## config.mk

```make
export PLATFORM = sky130hd
export DESIGN_NAME = multicycle_control
export DESIGN_NICKNAME = d
export VERILOG_FILES = /design/src/rtl/multicycle_control.sv
export SDC_FILE = /design/constraint.sdc
export NUM_CORES = 1
export LEC_CHECK = 0
export ABC_AREA = 1
export CORE_MARGIN = 2
export CORE_UTILIZATION = 36
export DETAILED_ROUTE_END_ITERATION = 7
export GPL_TIMING_DRIVEN = 0
export PLACE_DENSITY = 0.85
export SKIP_CTS_REPAIR_TIMING = 1
export SYNTH_ARGS = -nofsm -noshare
export SYNTH_HDL_FRONTEND = slang
export SYNTH_SLANG_ARGS = --single-unit
```

## constraint.sdc

```tcl
create_clock -name clk -period 1.4 [get_ports clk]
set_input_delay 0.28 -clock clk [delete_from_list [all_inputs] [get_ports clk]]
set_output_delay 0.28 -clock clk [all_outputs]
set_load 0.03 [all_outputs]
```

## src/rtl/multicycle_control.sv

```systemverilog
// Main control unit for a multicycle MIPS-style datapath.
// Moore FSM: every datapath control line is a pure function of the current
// state. The only opcode-dependent output is the one-cycle illegal_op flag
// raised while DECODE is looking at an unsupported opcode.
// While rst_n is low every output is forced to 0, even though the state
// register already holds FETCH.
module multicycle_control #(
    // 1: an illegal opcode parks the FSM in HALT until reset.
    // 0: an illegal opcode is flagged and the FSM returns to FETCH.
    parameter int unsigned ILLEGAL_HALT = 1
) (
    input  logic       clk,
    input  logic       rst_n,
    input  logic [5:0] opcode,
    output logic       pc_write,
    output logic       pc_write_cond,
    output logic       i_or_d,
    output logic       mem_read,
    output logic       mem_write,
    output logic       ir_write,
    output logic       mem_to_reg,
    output logic       reg_write,
    output logic       reg_dst,
    output logic       alu_src_a,
    output logic [1:0] alu_op,
    output logic [1:0] alu_src_b,
    output logic [1:0] pc_source,
    output logic       illegal_op,
    output logic [3:0] state
);

    typedef enum logic [3:0] {
        S_FETCH   = 4'd0,
        S_DECODE  = 4'd1,
        S_MEMADR  = 4'd2,
        S_MEMRD   = 4'd3,
        S_MEMWB   = 4'd4,
        S_MEMWR   = 4'd5,
        S_EXEC    = 4'd6,
        S_RWB     = 4'd7,
        S_BRANCH  = 4'd8,
        S_JUMP    = 4'd9,
        S_ADDI_EX = 4'd10,
        S_ADDI_WB = 4'd11,
        S_HALT    = 4'd15
    } state_e;

    // Supported opcodes (instruction bits [31:26]).
    localparam logic [5:0] OP_RTYPE = 6'b000000;
    localparam logic [5:0] OP_LW    = 6'b100011;
    localparam logic [5:0] OP_SW    = 6'b101011;
    localparam logic [5:0] OP_BEQ   = 6'b000100;
    localparam logic [5:0] OP_J     = 6'b000010;
    localparam logic [5:0] OP_ADDI  = 6'b001000;

    // ALU operation codes handed to the ALU control decoder.
    localparam logic [1:0] ALU_ADD   = 2'b00;
    localparam logic [1:0] ALU_SUB   = 2'b01;
    localparam logic [1:0] ALU_FUNCT = 2'b10;

    // ALU B operand select.
    localparam logic [1:0] SRCB_REG  = 2'b00;
    localparam logic [1:0] SRCB_FOUR = 2'b01;
    localparam logic [1:0] SRCB_IMM  = 2'b10;
    localparam logic [1:0] SRCB_BOFF = 2'b11;

    // PC source select.
    localparam logic [1:0] PCSRC_ALU  = 2'b00;
    localparam logic [1:0] PCSRC_OUT  = 2'b01;
    localparam logic [1:0] PCSRC_JUMP = 2'b10;

    state_e state_q;
    state_e state_d;
    logic   opcode_legal;

    // Ungated control values decoded from the current state.
    logic       pc_write_s;
    logic       pc_write_cond_s;
    logic       i_or_d_s;
    logic       mem_read_s;
    logic       mem_write_s;
    logic       ir_write_s;
    logic       mem_to_reg_s;
    logic       reg_write_s;
    logic       reg_dst_s;
    logic       alu_src_a_s;
    logic [1:0] alu_op_s;
    logic [1:0] alu_src_b_s;
    logic [1:0] pc_source_s;

    // State register; reset lands in FETCH without waiting for a clock edge.
    always_ff @(posedge clk or negedge rst_n) begin
        if (!rst_n) begin
            state_q <= S_FETCH;
        end else begin
            state_q <= state_d;
        end
    end

    // Classify the opcode as one of the six supported instructions.
    always_comb begin
        opcode_legal = 1'b0;
        case (opcode)
            OP_RTYPE, OP_LW, OP_SW, OP_BEQ, OP_J, OP_ADDI: opcode_legal = 1'b1;
            default:                                       opcode_legal = 1'b0;
        endcase
    end

    // Next-state logic; opcode is only consulted in DECODE and MEMADR.
    always_comb begin
        state_d = state_q;
        case (state_q)
            S_FETCH: state_d = S_DECODE;
            S_DECODE: begin
                case (opcode)
                    OP_RTYPE:     state_d = S_EXEC;
                    OP_LW, OP_SW: state_d = S_MEMADR;
                    OP_BEQ:       state_d = S_BRANCH;
                    OP_J:         state_d = S_JUMP;
                    OP_ADDI:      state_d = S_ADDI_EX;
                    default:      state_d = (ILLEGAL_HALT != 0) ? S_HALT : S_FETCH;
                endcase
            end
            S_MEMADR:  state_d = (opcode == OP_LW) ? S_MEMRD : S_MEMWR;
            S_MEMRD:   state_d = S_MEMWB;
            S_MEMWB:   state_d = S_FETCH;
            S_MEMWR:   state_d = S_FETCH;
            S_EXEC:    state_d = S_RWB;
            S_RWB:     state_d = S_FETCH;
            S_BRANCH:  state_d = S_FETCH;
            S_JUMP:    state_d = S_FETCH;
            S_ADDI_EX: state_d = S_ADDI_WB;
            S_ADDI_WB: state_d = S_FETCH;
            S_HALT:    state_d = S_HALT;
            // Unused encodings recover to FETCH.
            default:   state_d = S_FETCH;
        endcase
    end

    // Moore output decode; anything not named for a state stays 0.
    always_comb begin
        pc_write_s      = 1'b0;
        pc_write_cond_s = 1'b0;
        i_or_d_s        = 1'b0;
        mem_read_s      = 1'b0;
        mem_write_s     = 1'b0;
        ir_write_s      = 1'b0;
        mem_to_reg_s    = 1'b0;
        reg_write_s     = 1'b0;
        reg_dst_s       = 1'b0;
        alu_src_a_s     = 1'b0;
        alu_op_s        = ALU_ADD;
        alu_src_b_s     = SRCB_REG;
        pc_source_s     = PCSRC_ALU;
        case (state_q)
            S_FETCH: begin
                // Read instruction, latch IR, PC <= PC + 4.
                mem_read_s  = 1'b1;
                ir_write_s  = 1'b1;
                alu_src_b_s = SRCB_FOUR;
                alu_op_s    = ALU_ADD;
                pc_write_s  = 1'b1;
                pc_source_s = PCSRC_ALU;
            end
            S_DECODE: begin
                // Speculatively compute the branch target.
                alu_src_b_s = SRCB_BOFF;
                alu_op_s    = ALU_ADD;
            end
            S_MEMADR, S_ADDI_EX: begin
                // rs + sign-extended immediate.
                alu_src_a_s = 1'b1;
                alu_src_b_s = SRCB_IMM;
                alu_op_s    = ALU_ADD;
            end
            S_MEMRD: begin
                mem_read_s = 1'b1;
                i_or_d_s   = 1'b1;
            end
            S_MEMWB: begin
                reg_write_s  = 1'b1;
                mem_to_reg_s = 1'b1;
            end
            S_MEMWR: begin
                mem_write_s = 1'b1;
                i_or_d_s    = 1'b1;
            end
            S_EXEC: begin
                alu_src_a_s = 1'b1;
                alu_src_b_s = SRCB_REG;
                alu_op_s    = ALU_FUNCT;
            end
            S_RWB: begin
                reg_write_s = 1'b1;
                reg_dst_s   = 1'b1;
            end
            S_BRANCH: begin
                // Compare rs - rt; PC takes the target computed in DECODE.
                alu_src_a_s     = 1'b1;
                alu_src_b_s     = SRCB_REG;
                alu_op_s        = ALU_SUB;
                pc_write_cond_s = 1'b1;
                pc_source_s     = PCSRC_OUT;
            end
            S_JUMP: begin
                pc_write_s  = 1'b1;
                pc_source_s = PCSRC_JUMP;
            end
            S_ADDI_WB: begin
                reg_write_s = 1'b1;
            end
            default: begin
                // HALT and unused encodings drive nothing.
            end
        endcase
    end

    // Reset holds every output low regardless of the (FETCH) state.
    assign pc_write      = rst_n & pc_write_s;
    assign pc_write_cond = rst_n & pc_write_cond_s;
    assign i_or_d        = rst_n & i_or_d_s;
    assign mem_read      = rst_n & mem_read_s;
    assign mem_write     = rst_n & mem_write_s;
    assign ir_write      = rst_n & ir_write_s;
    assign mem_to_reg    = rst_n & mem_to_reg_s;
    assign reg_write     = rst_n & reg_write_s;
    assign reg_dst       = rst_n & reg_dst_s;
    assign alu_src_a     = rst_n & alu_src_a_s;
    assign alu_op        = rst_n ? alu_op_s    : 2'b00;
    assign alu_src_b     = rst_n ? alu_src_b_s : 2'b00;
    assign pc_source     = rst_n ? pc_source_s : 2'b00;

    // Illegal flag lives only for the DECODE cycle that sees the bad opcode.
    assign illegal_op = rst_n & (state_q == S_DECODE) & ~opcode_legal;

    assign state = state_q;

endmodule

```

; Yosys cells after proc, flatten, opt, wreduce, memory -nomap -nowiden
; Index checks and enable logic that the tools add are counted.
[classes]
n_eq_ne = 17
mux = 20
n_mul = 0
n_lt_le_gt_ge = 0
reduce_logical = 10
add_sub_neg = 0
bitwise = 13
div = 0
n_shift = 0
[op_table]
columns = op, count
row1 = one-hot mux 4 bit (7 select lines), 1
row2 = equality test 4 bit (second input constant), 5
row3 = one-hot mux 4 bit (5 select lines), 1
row4 = equality test 4 x 3 -> 1 bit (second input constant), 4
row5 = AND 1 bit, 12
row6 = equality test 6 bit (second input constant), 2
row7 = two-way mux 1 bit, 11
row8 = OR reduction 2 bit, 5
row9 = equality test 4 x 2 -> 1 bit (second input constant), 2
row10 = one-hot mux 2 bit (2 select lines), 2
row11 = equality test 6 x 2 -> 1 bit (second input constant), 1
row12 = equality test 6 x 3 -> 1 bit (second input constant), 1
row13 = equality test 6 x 4 -> 1 bit (second input constant), 1
row14 = logical NOT 6 bit, 1
row15 = two-way mux 2 bit, 3
row16 = one-hot mux 2 bit (3 select lines), 1
row17 = OR reduction 6 bit, 1
row18 = equality test 4 x 1 -> 1 bit (second input constant), 1
row19 = logical NOT 4 bit, 1
row20 = OR reduction 4 bit, 1
row21 = two-way mux 3 bit, 1
row22 = OR reduction 3 bit, 1
row23 = NOT 1 bit, 1
[word_totals]
reg_bits = 4
input_bits = 8
elab_cells = 61
rom_bits = 0
out_inout_bits = 21
ramBits = 0
n_memories = 0
latchBits = 0

; Logic depth before layout (Yosys ltp)
[logic_depth]
ltp_word = 5
ltp_mapped = 8
depth_no_buf = 8

; Worst setup path before layout
; OpenSTA, ideal clock, no wires.
[synth_timing]
path_kind = register to output
startpoint = reg state_q[3], in the netlist state[3]
endpoint = out pc_source[0]
path_buffers = 1
setup_slack_ns = -0.906
path_stages_with_launch = 4
arrival_time_ns = 2.026
required_ns = 1.120
path_cell_list = dfrtp_1 > nand2_1 > nor4_1 > buf_4
[synth_via]
elab_chain_len = 3
elab_cells_between_ends = 4
classes_between = eq/ne: 2 / mux: 2
[synth_rtl]
columns = item, line
row1 = start: declaration, 72  ; state_e state_q;
row2 = start signal: assignment, 96  ; state_q <= state_d;
row3 = equality test 4 bit, 155  ; case (state_q)
row4 = one-hot mux 2 bit (2 select lines) *, 155
row5 = two-way mux 2 bit *, 231  ; assign pc_source = rst_n ? pc_source_s : 2'b00;
row6 = end: declaration, 27  ; output logic [1:0] pc_source,
; Mark *: on every way between the ends. The rest lies on a longest branch, timed or not.

; Final worst setup path
[layout_timing]
startpoint = reg state_q[2], in the netlist state[2]
endpoint = out i_or_d
[layout_via]
elab_chain_len = 4
elab_cells_between_ends = 5
classes_between = eq/ne: 2 / mux: 1 / bitwise: 1 / reduce/logical: 1
[layout_rtl]
columns = item, line
row1 = equality test 4 x 2 -> 1 bit / equality test 4 x 3 -> 1 bit (equally long branches), 155
row2 = OR reduction 2 bit (no line) *, -
row3 = two-way mux 1 bit *, 155
row4 = AND 1 bit *, 221  ; assign i_or_d = rst_n & i_or_d_s;
row5 = end: declaration, 17  ; output logic i_or_d,
; Marks and branches as above.

==> impl_results.md <==
* Yosys warnings at 0
* Initial antenna violation count at 0
* Nets at 148
* Most common cell after layout, fill and taps aside: buf_6
* Min Clock Period, post-route at 1.88 ns
* Hold Slack at 0.525 ns
* Max reg flops at 4
* CTS max path bufs at 2
* Violated checks: setup timing
* Worst-Skew Late Latency at roughly 0.26 ns
* Final Hold Viols at 0
* Clock tree root buffer cell: clkbuf_4
* CP arrival at 1.60 ns
* Post-Syn Area at between 500 and 600 um2
* Syn Area/Cell at 5.47 um2
* Setup slack, reg-to-reg at -0.23 ns
* Maxcap violations at 0
* Largest net degree at the start of global routing at 11
* H-Tree Depth at 1
* Worst EP required at 1.12 ns
* I/O pin count at 29
* Die width at 41.4 um
* Buffers on Ports at 28
* Num rows at 13
* Die Y at between 40 and 50 um
* Reg clk slew, reported paths at roughly 0.050 ns
* Vias after detailed routing at 895
* DR vias/cell at 5.85
* CTS Sinks at 4
* Post-synthesis sequential area ratio at 0.199
* Highest clock rate at ~0.53 GHz
* Critical Path Start Type: register
* Placer Congestion at 0.780
* Worst Skew at 0.00519 ns
* Cts bufs inserted at 3
* Post-Syn Nets at 100
* Final Util at 0.963
* Post-route ant nets at 0
* Final Setup Violations at 20
* ANT cells at 0
* Commonest cells after routing, fill and taps aside: buf_6, buf_4, nand2_2
* Die area at ~0.0017 mm2
* Worst Slack Setup Final at -0.479 ns
* Crit share post-route at 1.34
* Vias in the first global route at 644
* Setup WS pre-CTS at -1.30 ns
* First-pass GRT wire length at 2520 um
* Grt total ovfl at 0
* CTS tree: yes
* Tightest Pin Transition at 0.323 ns
* Kind of critical path: register to output port
* DRC Markers at 0
* Core footprint at between 0.001 and 0.0015 mm2
* Pins Over Slew Limit at 0
* Max-slew headroom at 0.784
* Leak at 0.653 nW
* Power per cell area at 1980 mW/mm2
* Tot GR Track Use at 0.231
* Routed WL per cell at 19.8 um
* HPWL after detailed placement at 1400 um
* Unique masters post-synth at 22
* CP Capture Type: output port
* Final wirelength at 3030 um
* Crit Path Max Fanout at 5
* Placed inst area at ~950 um2
* Initial Util at 0.387
* Post-Route Setup TNS at -5.81 ns
* VDD IR max at 0.00131 V
* HP Class: input pin to async pin
* Drt first-iter violations at 60
* Cells after synthesis at 92
* #FFs+latches synth at 4
* Detailed Routing Iterations Pass 1 at 4
* RSZ-0062 raised after global routing: yes
* Final Cell Area at 0.00125 mm2
* Status: finished, violations left
* Share of cells above drive strength 1 at 0.681
* Area grow syn2layout at 149%
[critical path: stages, from the launching register on]
cell	delay (ns)
dfrtp_2	0.46
inv_4	0.08
nor2_2	0.21
nand2_1	0.21
a21oi_4	0.18
clkbuf_4	0.21
[metrics by stage]
stage               power, mW  cells
finish                   2.48    153
global placement         1.58    135
CTS                      1.77    138
global route             2.61    153
floorplan                1.18     92
detailed placement       1.61    135
[cells in the mapped netlist]
library cell  instances  area share
nor3_2                1       0.020
nand4_1               1       0.012
a211oi_1              1       0.015
nand3_1               4       0.040
nor2_2                3       0.037
nor3_1                1      0.0099
a21oi_1               5       0.050
o21ai_1               2       0.020
nor4_1                3       0.037
o31ai_1               1       0.015
inv_2                 3       0.022
o21bai_1              1       0.015
buf_4                 1       0.015
inv_1                14        0.10
a21oi_2               1       0.017
nand2_1              22        0.16
dfrtp_1               4        0.20
nor2_1               18        0.13
o21ai_0               2       0.020
nand2_2               2       0.025
buf_2                 1      0.0099
o32ai_1               1       0.017
[power breakdown]
part / switching (mW) / internal, mW / total, mW
logic: 1.19 / 0.796 / 1.98
clock network: 0.0705 / 0.0975 / 0.168
registers: 0.155 / 0.175 / 0.329
[routing by layer]
metal	GRT usage	vias up	routed length [um]	part of all wire
met1	0.213	404	1070	0.35
met5	0	-	0	0
li1	-	391	-	-
met3	0.0479	23	224	0.074
met4	0.145	0	209	0.069
met2	0.449	77	1520	0.50
[layout make-up]
class | count | area (um2)
multi-input cells | 69 | 594
repair buffers | 43 | 427
flip-flops and latches | 4 | 105
inverters | 17 | 71.3
fillers | 30 | 47.5
clock buffers | 3 | 22.5
well taps | 15 | 18.8
plain buffers | 2 | 15.0
[final timing paths]
check,startpoint,end,cells past startpoint
min in group clk,opcode[4],state[2],5
min,rst_n,state[2],2
max,state[2],i_or_d,5
max reg2reg,state[0],state[2],8
max in group asynchronous,rst_n,state[1],2
min reg2reg,state[2],state[1],3
[logic make-up after synthesis]
| logic type | count (synthesis) | synth area share |
|---|---|---|
| compound gates | 14 | 0.169 |
| buf+inv | 19 | 0.152 |
| flops | 4 | 0.199 |
| simple gates | 55 | 0.480 |
Power figures use the tool's default switching activity.
